<file path="config.mk">
export PLATFORM = sky130hd
export DESIGN_NAME = mem_port_arbiter_flat
export DESIGN_NICKNAME = d
export VERILOG_FILES = /design/src/rtl/mem_port_arbiter_if.sv /design/src/rtl/mem_port_arbiter.sv /design/src/flat_wrapper.sv
export SDC_FILE = /design/constraint.sdc
export NUM_CORES = 1
export LEC_CHECK = 0
export CAP_MARGIN = 25
export CORE_MARGIN = 1
export CORE_UTILIZATION = 40
export DETAILED_ROUTE_END_ITERATION = 7
export PLACE_DENSITY = 0.8
export SKIP_CTS_REPAIR_TIMING = 1
export SLEW_MARGIN = 20
export SYNTH_ARGS = -nofsm -noshare
export SYNTH_HDL_FRONTEND = slang
export SYNTH_SLANG_ARGS = --single-unit
</file>
<file path="constraint.sdc">
create_clock -name clk -period 1.87 [get_ports clk]
set_input_delay 0.4675 -clock clk [delete_from_list [all_inputs] [get_ports clk]]
set_output_delay 0.4675 -clock clk [all_outputs]
set_load 0.03 [all_outputs]
</file>
<file path="src/rtl/mem_port_arbiter_if.sv">
// Bundle of the fetch port, the memory-stage port, the shared memory bus and
// the hazard/status outputs of the memory port arbiter.
// Handshake: each core port raises x_req and holds it, with its payload
// stable, until the arbiter answers with a one-cycle x_done pulse.
// x_rdata is valid while x_done=1. On the memory side the arbiter holds
// mem_req and the mem_* payload stable until the memory answers with mem_ack,
// or until the arbiter gives up on a timeout. mem_ack is only meaningful
// while mem_req=1.
interface mem_port_arbiter_if;
    // fetch port
    logic        i_req;
    logic [31:0] i_addr;
    logic [31:0] i_rdata;
    logic        i_done;
    // memory-stage port
    logic        d_req;
    logic        d_we;
    logic [2:0]  d_size;
    logic [31:0] d_addr;
    logic [31:0] d_wdata;
    logic [31:0] d_rdata;
    logic        d_done;
    // shared memory
    logic        mem_req;
    logic        mem_we;
    logic [2:0]  mem_size;
    logic [31:0] mem_addr;
    logic [31:0] mem_wdata;
    logic [31:0] mem_rdata;
    logic        mem_ack;
    // hazard unit and status
    logic        stall_f;
    logic        stall_m;
    logic        err;

    // core pipeline plus memory side: drives requests and memory responses
    modport master (
        output i_req, i_addr, d_req, d_we, d_size, d_addr, d_wdata,
               mem_rdata, mem_ack,
        input  i_rdata, i_done, d_rdata, d_done,
               mem_req, mem_we, mem_size, mem_addr, mem_wdata,
               stall_f, stall_m, err
    );

    // the arbiter itself
    modport slave (
        input  i_req, i_addr, d_req, d_we, d_size, d_addr, d_wdata,
               mem_rdata, mem_ack,
        output i_rdata, i_done, d_rdata, d_done,
               mem_req, mem_we, mem_size, mem_addr, mem_wdata,
               stall_f, stall_m, err
    );
endinterface

</file>
<file path="src/rtl/mem_port_arbiter.sv">
// Shares one single-port memory between instruction fetch and the memory
// stage. Data accesses win, but a streak counter caps how many data grants
// in a row may pass a waiting fetch. A busy access that sees no mem_ack for
// TIMEOUT cycles is aborted with zero read data and a sticky err flag.
module mem_port_arbiter #(
    parameter int         MAX_D_STREAK = 4,
    parameter int         TIMEOUT      = 64,
    parameter logic [2:0] SIZE_WORD    = 3'b010
) (
    input  logic                clk,
    input  logic                reset,
    mem_port_arbiter_if.slave   bus,
    output logic [1:0]          stateDbg
);
    localparam int STREAK_W = $clog2(MAX_D_STREAK + 1);
    localparam int TO_W     = $clog2(TIMEOUT + 1);

    typedef enum logic [1:0] {
        IDLE   = 2'd0,
        BUSY_I = 2'd1,
        BUSY_D = 2'd2
    } arbState_t;

    arbState_t           state;
    arbState_t           stateNext;
    logic [STREAK_W-1:0] streak;
    logic [TO_W-1:0]     toCnt;

    logic effI;
    logic effD;
    logic grantI;
    logic grantD;
    logic busy;
    logic lastWait;
    logic finish;

    assign stateDbg = state;

    // hazard-unit stalls: a port is stalled until the cycle its done pulse shows
    assign bus.stall_f = bus.i_req & ~bus.i_done;
    assign bus.stall_m = bus.d_req & ~bus.d_done;

    // grant decision and next state; a port in its done cycle is masked so a
    // request still held on that cycle is not served twice
    always_comb begin
        effI      = bus.i_req & ~bus.i_done;
        effD      = bus.d_req & ~bus.d_done;
        grantD    = 1'b0;
        grantI    = 1'b0;
        busy      = (state != IDLE);
        lastWait  = (toCnt == TO_W'(TIMEOUT - 1));
        finish    = busy & (bus.mem_ack | lastWait);
        stateNext = state;
        case (state)
            IDLE: begin
                if (effD && (!effI || (streak < STREAK_W'(MAX_D_STREAK)))) begin
                    grantD    = 1'b1;
                    stateNext = BUSY_D;
                end else if (effI) begin
                    grantI    = 1'b1;
                    stateNext = BUSY_I;
                end
            end
            BUSY_I, BUSY_D: begin
                if (finish) stateNext = IDLE;
            end
            default: stateNext = IDLE;
        endcase
    end

    // state register, memory-side payload, completion pulses and counters
    always_ff @(posedge clk) begin
        if (reset) begin
            state         <= IDLE;
            streak        <= '0;
            toCnt         <= '0;
            bus.mem_req   <= 1'b0;
            bus.mem_we    <= 1'b0;
            bus.mem_size  <= '0;
            bus.mem_addr  <= '0;
            bus.mem_wdata <= '0;
            bus.i_rdata   <= '0;
            bus.d_rdata   <= '0;
            bus.i_done    <= 1'b0;
            bus.d_done    <= 1'b0;
            bus.err       <= 1'b0;
        end else begin
            state      <= stateNext;
            bus.i_done <= 1'b0;
            bus.d_done <= 1'b0;

            if (grantD) begin
                bus.mem_req   <= 1'b1;
                bus.mem_we    <= bus.d_we;
                bus.mem_size  <= bus.d_size;
                bus.mem_addr  <= bus.d_addr;
                bus.mem_wdata <= bus.d_wdata;
                toCnt         <= '0;
                // only data grants that overtake a waiting fetch count
                streak        <= effI ? streak + 1'b1 : '0;
            end else if (grantI) begin
                bus.mem_req   <= 1'b1;
                bus.mem_we    <= 1'b0;
                bus.mem_size  <= SIZE_WORD;
                bus.mem_addr  <= bus.i_addr;
                bus.mem_wdata <= '0;
                toCnt         <= '0;
                streak        <= '0;
            end

            if (busy) begin
                if (finish) begin
                    // an ack on the terminal cycle is a normal completion
                    bus.mem_req <= 1'b0;
                    toCnt       <= '0;
                    if (state == BUSY_I) begin
                        bus.i_done  <= 1'b1;
                        bus.i_rdata <= bus.mem_ack ? bus.mem_rdata : '0;
                    end else begin
                        bus.d_done  <= 1'b1;
                        bus.d_rdata <= bus.mem_ack ? bus.mem_rdata : '0;
                    end
                    if (!bus.mem_ack) bus.err <= 1'b1;
                end else begin
                    toCnt <= toCnt + 1'b1;
                end
            end
        end
    end
endmodule

</file>
<file path="src/flat_wrapper.sv">
// flat-port wrapper written by rule: the top's interface ports become plain ports
module mem_port_arbiter_flat 
#(
    parameter int         MAX_D_STREAK = 4,
    parameter int         TIMEOUT      = 64,
    parameter logic [2:0] SIZE_WORD    = 3'b010
)
  (clk, reset, stateDbg, bus_i_req, bus_i_addr, bus_d_req, bus_d_we, bus_d_size, bus_d_addr, bus_d_wdata, bus_mem_rdata, bus_mem_ack, bus_i_rdata, bus_i_done, bus_d_rdata, bus_d_done, bus_mem_req, bus_mem_we, bus_mem_size, bus_mem_addr, bus_mem_wdata, bus_stall_f, bus_stall_m, bus_err);
  mem_port_arbiter_if bus_i ();
  input  logic clk;
  input  logic reset;
  output logic [1:0] stateDbg;
  input wire logic [$bits(bus_i.i_req)-1:0] bus_i_req;
  input wire logic [$bits(bus_i.i_addr)-1:0] bus_i_addr;
  input wire logic [$bits(bus_i.d_req)-1:0] bus_d_req;
  input wire logic [$bits(bus_i.d_we)-1:0] bus_d_we;
  input wire logic [$bits(bus_i.d_size)-1:0] bus_d_size;
  input wire logic [$bits(bus_i.d_addr)-1:0] bus_d_addr;
  input wire logic [$bits(bus_i.d_wdata)-1:0] bus_d_wdata;
  input wire logic [$bits(bus_i.mem_rdata)-1:0] bus_mem_rdata;
  input wire logic [$bits(bus_i.mem_ack)-1:0] bus_mem_ack;
  output wire logic [$bits(bus_i.i_rdata)-1:0] bus_i_rdata;
  output wire logic [$bits(bus_i.i_done)-1:0] bus_i_done;
  output wire logic [$bits(bus_i.d_rdata)-1:0] bus_d_rdata;
  output wire logic [$bits(bus_i.d_done)-1:0] bus_d_done;
  output wire logic [$bits(bus_i.mem_req)-1:0] bus_mem_req;
  output wire logic [$bits(bus_i.mem_we)-1:0] bus_mem_we;
  output wire logic [$bits(bus_i.mem_size)-1:0] bus_mem_size;
  output wire logic [$bits(bus_i.mem_addr)-1:0] bus_mem_addr;
  output wire logic [$bits(bus_i.mem_wdata)-1:0] bus_mem_wdata;
  output wire logic [$bits(bus_i.stall_f)-1:0] bus_stall_f;
  output wire logic [$bits(bus_i.stall_m)-1:0] bus_stall_m;
  output wire logic [$bits(bus_i.err)-1:0] bus_err;
  assign bus_i.i_req = bus_i_req;
  assign bus_i.i_addr = bus_i_addr;
  assign bus_i.d_req = bus_d_req;
  assign bus_i.d_we = bus_d_we;
  assign bus_i.d_size = bus_d_size;
  assign bus_i.d_addr = bus_d_addr;
  assign bus_i.d_wdata = bus_d_wdata;
  assign bus_i.mem_rdata = bus_mem_rdata;
  assign bus_i.mem_ack = bus_mem_ack;
  assign bus_i_rdata = bus_i.i_rdata;
  assign bus_i_done = bus_i.i_done;
  assign bus_d_rdata = bus_i.d_rdata;
  assign bus_d_done = bus_i.d_done;
  assign bus_mem_req = bus_i.mem_req;
  assign bus_mem_we = bus_i.mem_we;
  assign bus_mem_size = bus_i.mem_size;
  assign bus_mem_addr = bus_i.mem_addr;
  assign bus_mem_wdata = bus_i.mem_wdata;
  assign bus_stall_f = bus_i.stall_f;
  assign bus_stall_m = bus_i.stall_m;
  assign bus_err = bus_i.err;
  mem_port_arbiter #(.MAX_D_STREAK(MAX_D_STREAK), .TIMEOUT(TIMEOUT), .SIZE_WORD(SIZE_WORD)) u_core (.clk(clk), .reset(reset), .bus(bus_i), .stateDbg(stateDbg));
endmodule
</file>
==> results of run 1 <==
[sequential cells by signal, summed over array words and instances (netlist names), 2 cells and up]
register,count
u_core.bus.d_rdata,32
u_core.toCnt,7
u_core.streak,3
u_core.stateDbg,2
u_core.bus.mem_wdata,32
u_core.bus.mem_addr,32
u_core.bus.mem_size,3
u_core.bus.i_rdata,32
[area by class of cell]
| type | count | area, sq um |
|---|---|---|
| inverter | 7 | 28.8 |
| clock buffer | 22 | 464 |
| tap | 176 | 220 |
| multi-input combinational | 301 | 2260 |
| fill | 993 | 3940 |
| clock inverter | 8 | 55.1 |
| timing repair buffer | 303 | 3410 |
| sequential | 148 | 2960 |
| antenna | 1 | 2.50 |
[power by group]
group | switching [mW] | internal (mW)
sequential | 0.305 | 3.77
combinational | 2.90 | 2.03
clock | 1.25 | 1.75
[critical path, delay by kind of cell]
family                 cells  cell delay (ns)
and+or+nand+nor            1             0.08
buffers and inverters      4             0.81
[worst min-delay path by stage]
stage / startpoint / end / slack [ns] / cells after the start
after floorplan: u_core.streak[1]$_SDFFE_PP0P_ / u_core.streak[1]$_SDFFE_PP0P_ / 0.44 / 2
after global placement: u_core.streak[1]$_SDFFE_PP0P_ / u_core.streak[1]$_SDFFE_PP0P_ / 0.44 / 2
after detailed placement: u_core.bus.d_rdata[16]$_SDFFE_PP0P_ / u_core.bus.d_rdata[16]$_SDFFE_PP0P_ / 0.46 / 1
after CTS: u_core.toCnt[6]$_SDFFE_PP0P_ / u_core.toCnt[6]$_SDFFE_PP0P_ / 0.47 / 1
after global routing: u_core.bus.d_rdata[19]$_SDFFE_PP0P_ / u_core.bus.d_rdata[19]$_SDFFE_PP0P_ / 0.47 / 1
final: u_core.bus.d_rdata[19]$_SDFFE_PP0P_ / u_core.bus.d_rdata[19]$_SDFFE_PP0P_ / 0.46 / 1
[per-layer routing]
metal	vias to the layer above	part of all wire, %	track usage [%]
met1	2494	39	24.8
met3	25	6.8	6.94
li1	2463	-	-
met2	202	53	40.2
met5	-	0	0
met4	0	2.1	9.77
[kinds of logic (layout without fill, tap and decap cells)]
family	Yosys count	after routing	synth area share, %
and+or+nand+nor	70	70	6.09
DFF	148	148	53.8
adders and majority gates	4	4	0.909
other	0	1	0
muxes	33	33	6.00
buffers and inverters	56	340	6.06
AOI/OAI and AO/OA	193	194	27.2
[synthesized netlist by cell type, drive strengths merged (3+ instances only)]
cell type | n | area, sq um
mux2i | 33 | 330
a22oi | 36 | 270
nor2 | 45 | 169
a21oi | 44 | 231
buf | 28 | 229
a31oi | 4 | 40.0
nor3 | 3 | 26.3
inv | 7 | 26.3
dfxtp | 148 | 2960
a32o | 64 | 677
o21ai | 37 | 185
ha | 4 | 50.1
nand2 | 5 | 18.8
clkbuf | 21 | 78.8
and3 | 3 | 23.8
==> flow_summary_export.csv, run 1 <==
group,metric,value,unit
critical_path,cp_cell_sequence,"clkdlybuf4s50_1 > nand2b_2 > inv_4 > buf_4 > buf_12",
layout,layout_commonest_cell,"dfxtp_1",
critical_path,r2r-end,"u_core.bus.i_rdata[1]$_SDFFE_PP0P_",
placement,gp_congestion,0.804,
detailed_routing,wire_per_inst,17.7,um
synthesis,avgSynthCellArea,10.9,sq um
sta,slew_violations,0,
status,status,"finished, final reports clean",
floorplan,die_area,0.0142,sq mm
floorplan,row_count,42,
critical_path,arrival,1.35,ns
cts,h-tree-depth,4,
placement,placed_area,0.00852,sq mm
synthesis,synthesis.nets,645,
sta,fmax,550,MHz
detailed_routing,final_antenna_net_count,0,
placement,io_buffer_count,276,
cts,cts.sinks,148,
global_routing,grt_overflow,0,
power_and_ir_drop,p_leak,5.90,nW
global_routing,grt_pass1_wl,25600,um
sta,fin_crit_sh,97.3,%
floorplan,initial_core_util,41.3,%
critical_path,critPathLaunchType,"input pin",
power_and_ir_drop,ir_drop,0.657,mV
critical_path,max_stage_delay,0.47,ns
critical_path,crit_end,"bus_stall_f",
cts,cts_buffers,17,
floorplan,fp.dieW,119,um
sta,min_period,1.82,ns
critical_path,slowest_stage,"clkdlybuf4s50_1",
layout,layout.nets,919,
layout,fin_area,0.00940,sq mm
synthesis,synth_edf_count,0,
global_routing,antenna_found_initial,1,
sta,layout_setup_ws,0.0503,ns
cts,clk_path_buf_depth,2,
layout,synthToLayoutAreaGrowth,70.7,%
synthesis,async_flop_share,0,%
synthesis,ys_types,40,
sta,setup_viol,0,
hold_path,hp-class,"reg -> reg",
floorplan,coreArea,0.0133,sq mm
synthesis,synth_warnings,0,
critical_path,worstSetupEndpointType,"output pin",
cts,clk_pin_slew,0.05,ns
synthesis,syn_area,0.00551,sq mm
cts,clkLatencyLatePin,0.41,ns
sta,tightest_slew,0.584,ns
sta,holdWs,0.458,ns
floorplan,die_h,119,um
detailed_routing,drc,0,
sta,finalHoldViolations,0,
placement,dp_hpwl,11600,um
critical_path,r2r_cells,7,
sta,slew_headroom,61.0,%
detailed_routing,viasPerCell,5.37,
layout,drive_gt1_share,13.4,%
floorplan,ios,277,
detailed_routing,drt_iter0_drc,290,
layout,fin_cells,966,
power_and_ir_drop,power.density,1280,mW/mm^2
synthesis,synth_seq_area_share,53.8,%
critical_path,crit_start,"bus_i_req",
global_routing,grt_pass1_vias,5275,
critical_path,critPathRequiredTime,1.40,ns
placement,post-place-ws,-0.161,ns
cts,cts-root-buf,"clkbuf_16",
layout,fin_util,70.5,%
detailed_routing,dr.pass1.iters,4,
critical_path,crit_fanout,4,
sta,tns,0,ns
synthesis,synthFlopType,"dfxtp_1",
synthesis,synthCells,504,
critical_path,worstSetupPathType,"in -> out",
detailed_routing,routed_wl,17100,um
critical_path,r2r_start,"u_core.toCnt[0]$_SDFFE_PP0P_",
global_routing,grt_usage,22.6,%
placement,dpl.cell_count,934,
sta,finClkSkew,0.00762,ns
critical_path,rrSetupSlack,0.11,ns
cts,cts_tree,"done",
run,drv_cap,0,
power_and_ir_drop,fin_total_pwr,12.0,mW
synthesis,ys_seq_elements,148,
layout,mostFrequentLayoutCells,"148 x dfxtp_1, 138 x dlymetal6s2s_1, 134 x clkdlybuf4s50_1, 45 x nor2_1, 41 x a21oi_1",
global_routing,grt_max_degree,67,
detailed_routing,vias,5184,
Note: power is estimated with default switching activity, not from simulation.
==> run 2: changes to the inputs <==
--- a/config.mk
+++ b/config.mk
@@ -6,10 +6,9 @@
 export NUM_CORES = 1
 export LEC_CHECK = 0
 export CAP_MARGIN = 25
-export CORE_MARGIN = 1
 export CORE_UTILIZATION = 40
 export DETAILED_ROUTE_END_ITERATION = 7
-export PLACE_DENSITY = 0.8
+export DONT_BUFFER_PORTS = 1
 export SKIP_CTS_REPAIR_TIMING = 1
 export SLEW_MARGIN = 20
 export SYNTH_ARGS = -nofsm -noshare
==> constraint.sdc (replaced) <==
create_clock -name clk -period 1.87 [get_ports clk]
set_input_delay 0.4675 -clock clk [delete_from_list [all_inputs] [get_ports clk]]
set_output_delay 0.4675 -clock clk [all_outputs]
set_load 0.02 [all_outputs]
==> flow_summary_export.csv, run 2 (synthesized netlist as in run 1, its figures left out) <==
group,metric,value,unit
status,status,"finished, final reports clean",
run,drv_cap,0,
placement,io_buffer_count,0,
floorplan,initial_core_util,41.3,%
cts,clkLatencyLatePin,0.41,ns
layout,fin_cells,679,
placement,dpl.cell_count,650,
floorplan,coreArea,0.0133,sq mm
critical_path,critPathRequiredTime,1.40,ns
sta,holdWs,0.135,ns
hold_path,hp-class,"in -> reg",
placement,placed_area,0.00568,sq mm
cts,cts_buffers,17,
detailed_routing,wire_per_inst,19.1,um
floorplan,ios,277,
global_routing,grt_pass1_vias,3749,
global_routing,grt_usage,17.7,%
power_and_ir_drop,ir_drop,0.800,mV
layout,layout.nets,634,
power_and_ir_drop,fin_total_pwr,10.6,mW
global_routing,grt_max_degree,69,
cts,cts-root-buf,"clkbuf_16",
layout,synthToLayoutAreaGrowth,14.3,%
sta,layout_setup_ws,0.0998,ns
sta,slew_headroom,76.4,%
detailed_routing,routed_wl,13000,um
cts,clk_path_buf_depth,2,
critical_path,slowest_stage,"dfxtp_1",
power_and_ir_drop,switchingPower,3.65,mW
detailed_routing,vias,3960,
sta,slew_violations,0,
floorplan,die_area,0.0142,sq mm
critical_path,cp_top_family,"flip-flops",
sta,setup_viol,0,
detailed_routing,drc,0,
placement,post-place-ws,0.204,ns
power_and_ir_drop,seq_power_share,46.0,%
power_and_ir_drop,p_leak,2.57,nW
detailed_routing,final_antenna_net_count,0,
critical_path,path_buf_inv,2,
critical_path,worstSetupEndpointType,"output pin",
sta,fmax,565,MHz
sta,min_period,1.77,ns
detailed_routing,dr.pass1.iters,4,
global_routing,grt_pass1_wl,19500,um
critical_path,worstSetupPathType,"reg -> out",
power_and_ir_drop,p_sw_share,34.4,%
global_routing,antenna_found_initial,0,
placement,gp_congestion,0.798,
detailed_routing,viasPerCell,5.83,
power_and_ir_drop,internal_power,6.96,mW
layout,fillers,1240,
sta,finClkSkew,0.00641,ns
floorplan,fp.dieW,119,um
layout,num_antenna_cells,0,
layout,layout_commonest_cell,"dfxtp_1",
layout,drive_gt1_share,18.7,%
cts,h-tree-depth,4,
critical_path,max_stage_delay,0.32,ns
sta,rsz0062_at_grt,"false",
detailed_routing,drt_iter0_drc,198,
critical_path,cp_cell_sequence,"nand2b_2 > inv_2 > buf_4",
placement,dp_hpwl,9010,um
layout,mostFrequentLayoutCells,"148 x dfxtp_1, 45 x nor2_1, 41 x a21oi_1, 36 x o21ai_0, 36 x a22oi_1",
critical_path,crit_fanout,5,
cts,clk_pin_slew,0.06,ns
sta,finalHoldViolations,0,
cts,cts_tree,"done",
sta,tightest_slew,0.353,ns
cts,cts.sinks,148,
layout,fin_area,0.00630,sq mm
critical_path,critPathLaunchType,"flop",
power_and_ir_drop,power.density,1680,mW/mm^2
critical_path,arrival,1.30,ns
sta,fin_crit_sh,94.7,%
floorplan,die_h,119,um
power_and_ir_drop,clockPowerShare,32.9,%
floorplan,row_count,42,
power_and_ir_drop,pwr-share-comb,21.1,%
critical_path,rrSetupSlack,0.20,ns
global_routing,grt_overflow,0,
[run 2: changes by cell type in the layout (fill, tap and decap cells not counted), sizes merged, moves of 2 or more]
cell | before | now
dlymetal6s2s | 138 | 0
clkdlybuf4s50 | 134 | 0
buf | 31 | 19
bufinv | 0 | 4
clkbuf | 22 | 19
clkinvlp | 3 | 0
clkinv | 4 | 6
[run 2: power by group through the flow]
stage	clock network, mW	logic [mW]	registers (mW)
4_1_cts	3.59	2.26	4.89
3_5_place_dp	0	2.26	4.94
6_report	3.48	2.24	4.88
5_1_grt	3.74	2.46	4.93
3_3_place_gp	0	2.15	4.94
2_1_floorplan	0	1.72	4.84
[run 2: area by class of cell]
| class | instances | area [sq um] | area share, % |
|---|---|---|---|
| sequential | 148 | 2960 | 47.1 |
| tap | 176 | 220 | 3.50 |
| inverter | 7 | 28.8 | 0.457 |
| clock buffer | 19 | 453 | 7.19 |
| multi-input combinational | 300 | 2240 | 35.6 |
| timing repair buffer | 19 | 230 | 3.66 |
| clock inverter | 10 | 158 | 2.50 |
[run 2: metrics by stage]
step / util (%) / TNS [ns]
after floorplan: - / 0
after global placement: 42.6 / 0
after detailed placement: 42.6 / 0
after CTS: 47.2 / -0.0148
after global routing: 47.2 / 0
final: 47.2 / 0
[run 2: final timing paths]
| path | startpoint | end | depth (start not counted) |
|---|---|---|---|
| worst min register to register | u_core.toCnt[6]$_SDFFE_PP0P_ | u_core.toCnt[6]$_SDFFE_PP0P_ | 1 |
| worst max-delay path | u_core.bus.d_done$_SDFF_PP0_ | bus_stall_m | 3 |
| worst max register to register | u_core.stateDbg[1]$_SDFFE_PP0P_ | u_core.bus.mem_addr[25]$_SDFFE_PP0P_ | 8 |
| worst min-delay path | reset | u_core.toCnt[5]$_SDFFE_PP0P_ | 1 |
[run 2: layer usage]
layer  vias to the layer above  global-route usage (%)  routed length, um
met4                         0                    8.28                255
met3                        17                    6.61               1130
met5                         -                       0                  0
met1                      1867                    18.6               5050
met2                       196                    31.1               6570
li1                       1880                       -                  -
[run 2: worst reg2reg max path, delay by kind of cell, from the launching register on]
family / cells / cell delay [ns]
flip-flops: 1 / 0.31
buffers and inverters: 4 / 0.61
AO/OA/AOI/OAI: 3 / 0.45
adder cells (fa/ha/maj): 1 / 0.21
